`src/rtl/lc3_mem_access_ctrl.sv`:
```
// LC-3 memory-access sequencer: one read/write per request against a ready-signalled memory, feeding the MDR on reads.
// Optional build macro MEM_TIMEOUT_EN adds an ACCESS wait-cycle limit that aborts with Error.
module lc3_mem_access_ctrl #(
    parameter int TIMEOUT_CYCLES = 255,
    parameter int CNT_W          = 8
) (
    input  logic        Clk,
    input  logic        Reset,
    input  logic        Start,
    input  logic        RW,
    input  logic [15:0] Addr,
    input  logic [15:0] WrData,
    output logic        Busy,
    output logic        Done,
    output logic        Error,
    output logic [15:0] MDR_D,
    output logic        MDR_WE,
    output logic        Mem_En,
    output logic        Mem_WE,
    output logic [15:0] Mem_Addr,
    output logic [15:0] Mem_WData,
    input  logic [15:0] Mem_RData,
    input  logic        Mem_R,
    output logic [1:0]  dbg_state
);

    localparam logic [1:0] IDLE   = 2'd0;
    localparam logic [1:0] ACCESS = 2'd1;
    localparam logic [1:0] DONE   = 2'd2;

    // Handshake: a request is taken only when Start=1 in IDLE (Busy=0); the
    // memory completes an access on any ACCESS-state edge where Mem_R=1.
    if (TIMEOUT_CYCLES < 1 || TIMEOUT_CYCLES > (2 ** CNT_W) - 1) begin : g_bad_timeout
        $error("TIMEOUT_CYCLES outside 1..2^CNT_W-1");
    end

    logic [1:0]  state;
    logic        rw_q;
    logic [15:0] addr_q;
    logic [15:0] wdata_q;
    logic [15:0] mdr_q;
    logic        err_q;
    logic        timeout_hit;

`ifdef MEM_TIMEOUT_EN
    localparam logic [CNT_W-1:0] CNT_LIM = CNT_W'(TIMEOUT_CYCLES - 1);
    logic [CNT_W-1:0] cnt_q;

    // Mem_R has priority: a ready on the limit edge still completes normally.
    assign timeout_hit = (state == ACCESS) && !Mem_R && (cnt_q == CNT_LIM);

    always_ff @(posedge Clk or posedge Reset) begin
        if (Reset) begin
            cnt_q <= '0;
            err_q <= 1'b0;
        end else if (state == IDLE && Start) begin
            cnt_q <= '0;
            err_q <= 1'b0;
        end else if (timeout_hit) begin
            err_q <= 1'b1;
        end else if (state == ACCESS && !Mem_R) begin
            cnt_q <= cnt_q + 1'b1;
        end
    end
`else
    assign timeout_hit = 1'b0;
    assign err_q       = 1'b0;
`endif

    always_ff @(posedge Clk or posedge Reset) begin
        if (Reset) begin
            state   <= IDLE;
            rw_q    <= 1'b0;
            addr_q  <= '0;
            wdata_q <= '0;
            mdr_q   <= '0;
        end else begin
            case (state)
                IDLE: begin
                    if (Start) begin
                        addr_q  <= Addr;
                        rw_q    <= RW;
                        wdata_q <= RW ? WrData : 16'h0000;
                        state   <= ACCESS;
                    end
                end
                ACCESS: begin
                    if (Mem_R) begin
                        if (!rw_q) mdr_q <= Mem_RData;
                        state <= DONE;
                    end else if (timeout_hit) begin
                        state <= DONE;
                    end
                end
                DONE:    state <= IDLE;
                default: state <= IDLE;
            endcase
        end
    end

    // Every output is a register or a pure decode of registers.
    assign Busy      = (state != IDLE);
    assign Done      = (state == DONE);
    assign Error     = err_q;
    assign MDR_D     = mdr_q;
    assign MDR_WE    = (state == DONE) && !rw_q && !err_q;
    assign Mem_En    = (state == ACCESS);
    assign Mem_WE    = (state == ACCESS) && rw_q;
    assign Mem_Addr  = addr_q;
    assign Mem_WData = wdata_q;
    assign dbg_state = state;

endmodule

```
`config.mk`:
```
export PLATFORM = sky130hd
export DESIGN_NAME = lc3_mem_access_ctrl
export DESIGN_NICKNAME = d
export VERILOG_FILES = /design/src/rtl/lc3_mem_access_ctrl.sv
export SDC_FILE = /design/constraint.sdc
export NUM_CORES = 1
export LEC_CHECK = 0
export BUFFER_PORTS_ARGS = -buffer_cell sky130_fd_sc_hd__buf_4
export CELL_PAD_IN_SITES_DETAIL_PLACEMENT = 1
export CELL_PAD_IN_SITES_GLOBAL_PLACEMENT = 1
export CORE_ASPECT_RATIO = 1.25
export CORE_MARGIN = 2
export CORE_UTILIZATION = 37
export CTS_CLUSTER_SIZE = 12
export DETAILED_ROUTE_END_ITERATION = 8
export PLACE_DENSITY = 0.9
export REMOVE_ABC_BUFFERS = 1
export SETUP_SLACK_MARGIN = 0.2
export SYNTH_ARGS = -nofsm -noshare
export SYNTH_HDL_FRONTEND = slang
export SYNTH_SLANG_ARGS = --single-unit
```
`constraint.sdc`:
```
create_clock -name Clk -period 5.4 [get_ports Clk]
set_clock_uncertainty 0.2 [all_clocks]
set_input_delay 1.08 -clock Clk [delete_from_list [all_inputs] [get_ports Clk]]
set_output_delay 1.08 -clock Clk [all_outputs]
set_load 0.1 [all_outputs]
```
==> results.md, run 1 <==
- Global-route wire length before repair: 7390 µm
- Clk root buf: clkbuf_8
- Critical path's slowest cell: dfrtp_1
- Max-slew violation count: 0
- Synthesized instance count: 153
- Worst r2r path cells: 3
- # clock sinks: 51
- Die Ht: 89.3 µm
- CTS Buffer Depth: 2
- Post-cts sizing count: 0
- DIE WIDTH: 72.3 µm
- Crit share post-route: 50.8%
- Placement Rows: 31
- Clock Latency Late Sink: 290 ps
- Post-Route WL: 4820 µm
- Share of cells above drive strength 1: 58.0%
- Number of flops mapped to enable cells by yosys: 0
- FMAX: 364 MHz
- Largest net degree at the start of global routing: 52
- Remaining DRCs: 0
- CTS tree: yes
- Tot GR Track Use: 15.0%
- Synth top area cells: dfrtp_1 (59%), mux2_2 (9.9%), mux2i_1 (7.4%), mux2_4 (7.0%), inv_1 (3.0%)
- Commonest cells post-synth: dfrtp_1 (51), mux2_2 (19), inv_1 (17), mux2i_1 (16), nand2_1 (16)
- Core area: 5700 µm²
- Hold Crit Depth: 1
- Main flop type after synthesis: dfrtp_1
- Max incr delay on CP: 520 ps
- Req. time, crit path: 4120 ps
- Synth Warn #: 0
- Post CTS Setup Buffer Count: 0
- Outcome: finished clean
- DR iter-0 viols: 37
- GP Congestion: 0.709
- Share of the synthesized area in the top cell type: 59.2%
- Minimum clock period: 2740 ps
- Unrepaired setup endpoints after global routing: no
- Initial antenna violation count: 0
- Seq/Total Area, Yosys: 59.2%
- Area grow syn2layout: 42.6%
- Crit path depth: 3
- Max-cap violations: 0
- Slew of the pin with the lowest slew margin: 1050 ps
- Worst path top cell family by delay: flip-flops
- Routed Antenna Nets: 0
- Yosys reg bits: 51
- Crit path max fanout: 7
- Worst path arrival time: 1460 ps
- # IOs: 109
- N_diodes: 0
- Post-Syn Area: 2150 µm²
- Vias in the first global route: 1,601
- Final hold vios: 0
- NumNets Final: 314
- Reg clk slew, reported paths: 100 ps
- Worst Setup End Kind: primary output
- Startpoint Class: register
- First-pass detailed-route iteration total: 2
- CTS H-tree lvls: 2
- Setup TNS: 0 ps
- Bufs and invs on worst path: 1
- Initial core utilization: 37.8%
- Port Buffers: 107
- Final HPWL DP: 3710 µm
- Vias/cell: 4.60
- Distinct cells, synth: 21
- Number of buffers created by CTS: 5
- Most frequent cell after synthesis: dfrtp_1
- Mean Syn Cell Area: 14.1 µm²
- Leading area contributor after synthesis: dfrtp_1
- Kind of critical path: reg2out
- Routed length per instance: 14.7 µm
- Max-slew headroom: 30.1%
- Final core area utilization: 53.9%
- Setup violations, final: 0
- Total grt overflow: 0
- Synth async-reset ratio: 100%
- Total number of vias: 1,510
- Die ar.: 6450 µm²
- Worst Hold Class: reg2reg
- Hold buffer count at cts: 0
- Worst-path cell chain: and2b_2 -> and2_1 -> buf_4
## final cells by class
cell class | instances | area (µm²)
Fill cell | 620 | 2630
Sequential cell | 51 | 1280
Timing Repair Buffer | 109 | 818
Multi-Input combinational cell | 77 | 738
Tap cell | 66 | 82.6
Clock buffer | 5 | 68.8
Inverter | 17 | 63.8
Clock inverter | 3 | 25.0
## state kept, by name (all words and copies together), names as in the netlist
signal / cells
MDR_D: 16
rw_q: 1
Mem_Addr: 16
Mem_WData: 16
dbg_state: 2
## metal layers
layer | GRT usage [%] | vias up | wire [µm]
met5 | 0 | - | 0
met4 | 4.63 | 0 | 36
met3 | 5.30 | 4 | 479
met2 | 26.4 | 70 | 2510
met1 | 17.0 | 727 | 1800
li1 | - | 709 | -
## worst paths after layout
check,endpoint,slack (ps),start
setup / recovery,Mem_WE,2660,dbg_state[1]$_DFFE_PP0P_
hold / removal,Mem_Addr[0]$_DFFE_PP0P_,300,Mem_Addr[0]$_DFFE_PP0P_
setup reg to reg,Mem_Addr[8]$_DFFE_PP0P_,3550,dbg_state[0]$_DFFE_PP0P_
hold reg to reg,Mem_Addr[0]$_DFFE_PP0P_,300,Mem_Addr[0]$_DFFE_PP0P_
max in group asynchronous,Mem_Addr[1]$_DFFE_PP0P_,3510,Reset
min in group asynchronous,MDR_D[11]$_DFFE_PP0P_,840,Reset
## metrics by stage
| stage | area [µm²] | setup WS (ps) | hold slack (ps) | instances |
|---|---|---|---|---|
| floorplan | 2080 | 1020 | 377 | 145 |
| global placement | 2980 | 2920 | 269 | 320 |
| detailed placement | 2980 | 2870 | 280 | 320 |
| CTS | 3070 | 2640 | 304 | 328 |
| global route | 3070 | 2570 | 320 | 328 |
| finish | 3070 | 2660 | 299 | 328 |
## cells by family after synthesis
logic type | synth area share, %
AOI/OAI and AO/OA | 0.232
buffers and inverters | 6.50
DFF | 59.2
muxes | 26.4
other | 0.174
and+or+nand+nor | 7.43
## cell usage in the layout, fill, tap and decap left out
cell,count
or2b_1,1
clkinvlp_4,1
conb_1,1
nand2b_1,1
and2_1,2
mux2i_1,16
clkinv_4,2
and2b_2,2
or2_2,1
mux2_4,10
nor2b_1,1
mux2_1,4
nor4bb_4,1
a21oi_1,1
buf_4,109
dfrtp_1,51
mux2_2,19
inv_2,1
nor3b_4,1
inv_1,16
nand2_1,16
clkbuf_8,5
Power of run 1 is not shown: default switching activity piles up to over one toggle a cycle in this logic, so the estimate is an artifact.
==> run 2: changes to the inputs <==
--- a/config.mk
+++ b/config.mk
@@ -5,15 +5,16 @@
 export SDC_FILE = /design/constraint.sdc
 export NUM_CORES = 1
 export LEC_CHECK = 0
+export ABC_AREA = 1
 export BUFFER_PORTS_ARGS = -buffer_cell sky130_fd_sc_hd__buf_4
 export CELL_PAD_IN_SITES_DETAIL_PLACEMENT = 1
 export CELL_PAD_IN_SITES_GLOBAL_PLACEMENT = 1
 export CORE_ASPECT_RATIO = 1.25
 export CORE_MARGIN = 2
-export CORE_UTILIZATION = 37
+export CORE_UTILIZATION = 32
 export CTS_CLUSTER_SIZE = 12
 export DETAILED_ROUTE_END_ITERATION = 8
-export PLACE_DENSITY = 0.9
+export PLACE_DENSITY = 0.86
 export REMOVE_ABC_BUFFERS = 1
 export SETUP_SLACK_MARGIN = 0.2
 export SYNTH_ARGS = -nofsm -noshare
==> constraint.sdc (replaced) <==
create_clock -name Clk -period 2.7 [get_ports Clk]
set_clock_uncertainty 0.2 [all_clocks]
set_input_delay 0.54 -clock Clk [delete_from_list [all_inputs] [get_ports Clk]]
set_output_delay 0.54 -clock Clk [all_outputs]
set_load 0.1 [all_outputs]
==> run 2 against run 1 <==
Via count grew 26%. Critical path depth grew 1. Final cell count grew 28%. Clock-buffer cell count grew 2. Die area grew 12%. First-iteration DRC count grew 70%. Register-to-register slack lost 2500 ps. Final area shrank 1.8%. Critical path type unchanged. Critical endpoint is now Mem_En.
==> results.md, run 2 <==
- CTS tree: yes (unchanged)
- CTS Buffer Depth: 2 (unchanged)
- Leading area contributor after synthesis: dfrtp_1 (unchanged)
- Critical path's slowest cell: dfrtp_1 (unchanged)
- Slew of the pin with the lowest slew margin: 655 ps (was 1050 ps)
- Outcome: finished clean (unchanged)
- Post-Syn Area: 2100 µm² (was 2150 µm²)
- Synth top area cells: dfrtp_1 (61%), nand2_1 (15%), o21ai_0 (7.2%), nand4_1 (4.8%), inv_1 (3.6%) (was dfrtp_1 (59%), mux2_2 (9.9%), mux2i_1 (7.4%), mux2_4 (7.0%), inv_1 (3.0%))
- Max incr delay on CP: 440 ps (was 520 ps)
- Main flop type after synthesis: dfrtp_1 (unchanged)
- Routed length per instance: 13.1 µm (was 14.7 µm)
- NumNets Final: 385 (was 314)
- # fillers: 808 (was 620)
- Worst path most repeated cell: buf_4
- Synth Area in Compound Gates: 8.12% (was 0.232%)
- Final hold vios: 0 (unchanged)
- GP Congestion: 0.703 (was 0.709)
- Clock Latency Late Sink: 290 ps (about the same)
- Largest net degree at the start of global routing: 52 (unchanged)
- Max-slew violation count: 0 (unchanged)
- Worst Setup End Kind: primary output (unchanged)
- Seq/Total Area, Yosys: 60.9% (was 59.2%)
- Number of buffers created by CTS: 5 (unchanged)
- Total number of vias: 1,899 (was 1,510)
- Vias in the first global route: 1,963 (was 1,601)
- Bufs and invs on worst path: 3 (was 1)
- Crit share post-route: 81.1%
- Worst slack, placed: 815 ps (was 2870 ps)
- Distinct cells, synth: 17 (was 21)
- Worst setup margin: 510 ps (was 2660 ps)
- Worst path top cell family by delay: buffers and inverters (was flip-flops)
- Routed Antenna Nets: 0 (unchanged)
- Initial core utilization: 32.5% (was 37.8%)
- Mux contribution to synthesized area: 0% (was 26.4%)
- Synth async-reset ratio: 100% (unchanged)
- Vias/cell: 4.52 (was 4.60)
- Clk root buf: clkbuf_8 (unchanged)
- Yosys reg bits: 51 (unchanged)
- Largest family of logic cells by synthesized area: simple AND/OR/NAND/NOR gates (was multiplexers)
- DR iter-0 viols: 63 (was 37)
- Simple-gate share of the synthesized area: 21.9% (was 7.43%)
- Worst Hold Class: in2async (was reg2reg)
- Kind of critical path: reg2out (unchanged)
- Setup violations, final: 0 (unchanged)
- Placement Rows: 33 (was 31)
- Total grt overflow: 0 (unchanged)
- Hold buffer count at cts: 0 (unchanged)
- Die ar.: 7220 µm² (was 6450 µm²)
- Multi-input gate area: 632 µm² (was 738 µm²)
- Global-route wire length before repair: 9280 µm (was 7390 µm)
- FMAX: 457 MHz
- Port Buffers: 107 (unchanged)
- Startpoint Class: register (unchanged)
- # clock sinks: 51 (unchanged)
- FF/Latch Area: 1280 µm² (unchanged)
- Post CTS Setup Buffer Count: 0 (unchanged)
- Worst-path cell chain: inv_2 -> nor2_4 -> buf_4 -> buf_4 (was and2b_2 -> and2_1 -> buf_4)
- Unrepaired setup endpoints after global routing: no (unchanged)
- Share of the synthesized area in the top cell type: 60.9% (was 59.2%)
- CTS H-tree lvls: 2 (unchanged)
- # IOs: 109 (unchanged)
- Synth Area in Adders: 0% (unchanged)
- First-pass detailed-route iteration total: 4 (was 2)
- Die Ht: 94.5 µm (was 89.3 µm)
- Commonest cells post-synth: nand2_1 (82), dfrtp_1 (51), o21ai_0 (30), inv_1 (20), nand4_1 (16) (was dfrtp_1 (51), mux2_2 (19), inv_1 (17), mux2i_1 (16), nand2_1 (16))
- Synth Warn #: 0 (unchanged)
- Post-Route WL: 5490 µm (was 4820 µm)
- Remaining DRCs: 0 (unchanged)
- Number of flops mapped to enable cells by yosys: 0 (unchanged)
- Post-cts sizing count: 0 (unchanged)
- Synthesized instance count: 229 (was 153)
- Most frequent cell after synthesis: nand2_1 (was dfrtp_1)
- Max-cap violations: 0 (unchanged)
- Final HPWL DP: 4180 µm (was 3710 µm)
- Worst path arrival time: 1450 ps (was 1460 ps)
- Max-slew headroom: 56.3% (was 30.1%)
- Crit path max fanout: 17 (was 7)
- N_diodes: 0 (unchanged)
- Most frequent cells in the layout: buf_4 (111), nand2_1 (82), dfrtp_1 (51) (was buf_4 (109), dfrtp_1 (51), mux2_2 (19))
- Reg clk slew, reported paths: 90 ps (was 100 ps)
- Initial antenna violation count: 0 (unchanged)
- XOR/XNOR Fraction of Synth Area: 0% (unchanged)
- Mean Syn Cell Area: 9.15 µm² (was 14.1 µm²)
- Req. time, crit path: 1960 ps (was 4120 ps)
- Core area: 6440 µm² (was 5700 µm²)
- Most common cell after layout, fill and taps aside: buf_4 (unchanged)
- Tot GR Track Use: 15.9% (was 15.0%)
- DIE WIDTH: 76.4 µm (was 72.3 µm)
- Area grow syn2layout: 44.0% (was 42.6%)
- Minimum clock period: 2190 ps
- Share of cells above drive strength 1: 37.2% (was 58.0%)
run 2: cell count changes after synthesis, moves of 4 or more:
cell,before,now
nand2_1,16,82
mux2_1,4,0
mux2i_1,16,0
o21ai_1,0,4
mux2_2,19,0
nand4_1,0,16
mux2_4,10,0
buf_2,0,6
o21ai_0,0,30
run 2: cell families after synthesis:
logic type	count (synthesis)
AND/OR/NAND/NOR	105
flip-flops	51
buffers and inverters	38
AO/OA/AOI/OAI	34
other	1
run 2: per-stage QoR:
| stage | setup TNS, ps | area (µm²) | cells | utilization (%) | hold WS [ps] |
|---|---|---|---|---|---|
| 6_report | 0 | 3020 | 420 | 46.9 | 201 |
| 5_1_grt | 0 | 3020 | 420 | 46.9 | 260 |
| 4_1_cts | 0 | 3020 | 420 | 46.9 | 239 |
| 3_5_place_dp | 0 | 2940 | 412 | 45.6 | 261 |
| 3_3_place_gp | 0 | 2940 | 412 | 45.6 | 256 |
| 2_1_floorplan | -2980 | 1990 | 214 | - | 295 |
run 2: metal layers:
| metal | up-vias | wire length, µm | track usage [%] |
|---|---|---|---|
| li1 | 925 | - | - |
| met1 | 897 | 2230 | 19.2 |
| met3 | 6 | 355 | 4.21 |
| met5 | - | 0 | 0 |
| met2 | 71 | 2840 | 28.2 |
| met4 | 0 | 61 | 4.55 |
run 2: worst reg2reg max path: stages (launching register included):
cell     delay (ps)
dfrtp_1         430
inv_2           120
nand3_2         310
buf_4           350
nand2_1          80
o21ai_0          80
run 2: final timing paths:
kind                                                from                       end  slack (ps)  cells after the start
worst max-delay path            dbg_state[0]$_DFFE_PP0P_                    Mem_En         510                      4
min in group Clk                    MDR_D[0]$_DFFE_PP0P_      MDR_D[0]$_DFFE_PP0P_         280                      2
worst min-delay path                               Reset  Mem_Addr[10]$_DFFE_PP0P_         200                      3
max in group asynchronous                          Reset  Mem_WData[2]$_DFFE_PP0P_        1640                      3
worst max register to register  dbg_state[1]$_DFFE_PP0P_  Mem_WData[2]$_DFFE_PP0P_        1010                      5
worst min register to register      MDR_D[0]$_DFFE_PP0P_      MDR_D[0]$_DFFE_PP0P_         280                      2
run 2: final cells by class:
cell class | count | area share [%]
inverter | 23 | 2.86
timing repair buffer | 111 | 27.6
tap | 87 | 3.61
sequential | 51 | 42.3
clock inverter | 1 | 0.166
multi-input combinational | 140 | 20.9
clock buffer | 7 | 2.53
Power of run 2 is left out for the same reason.
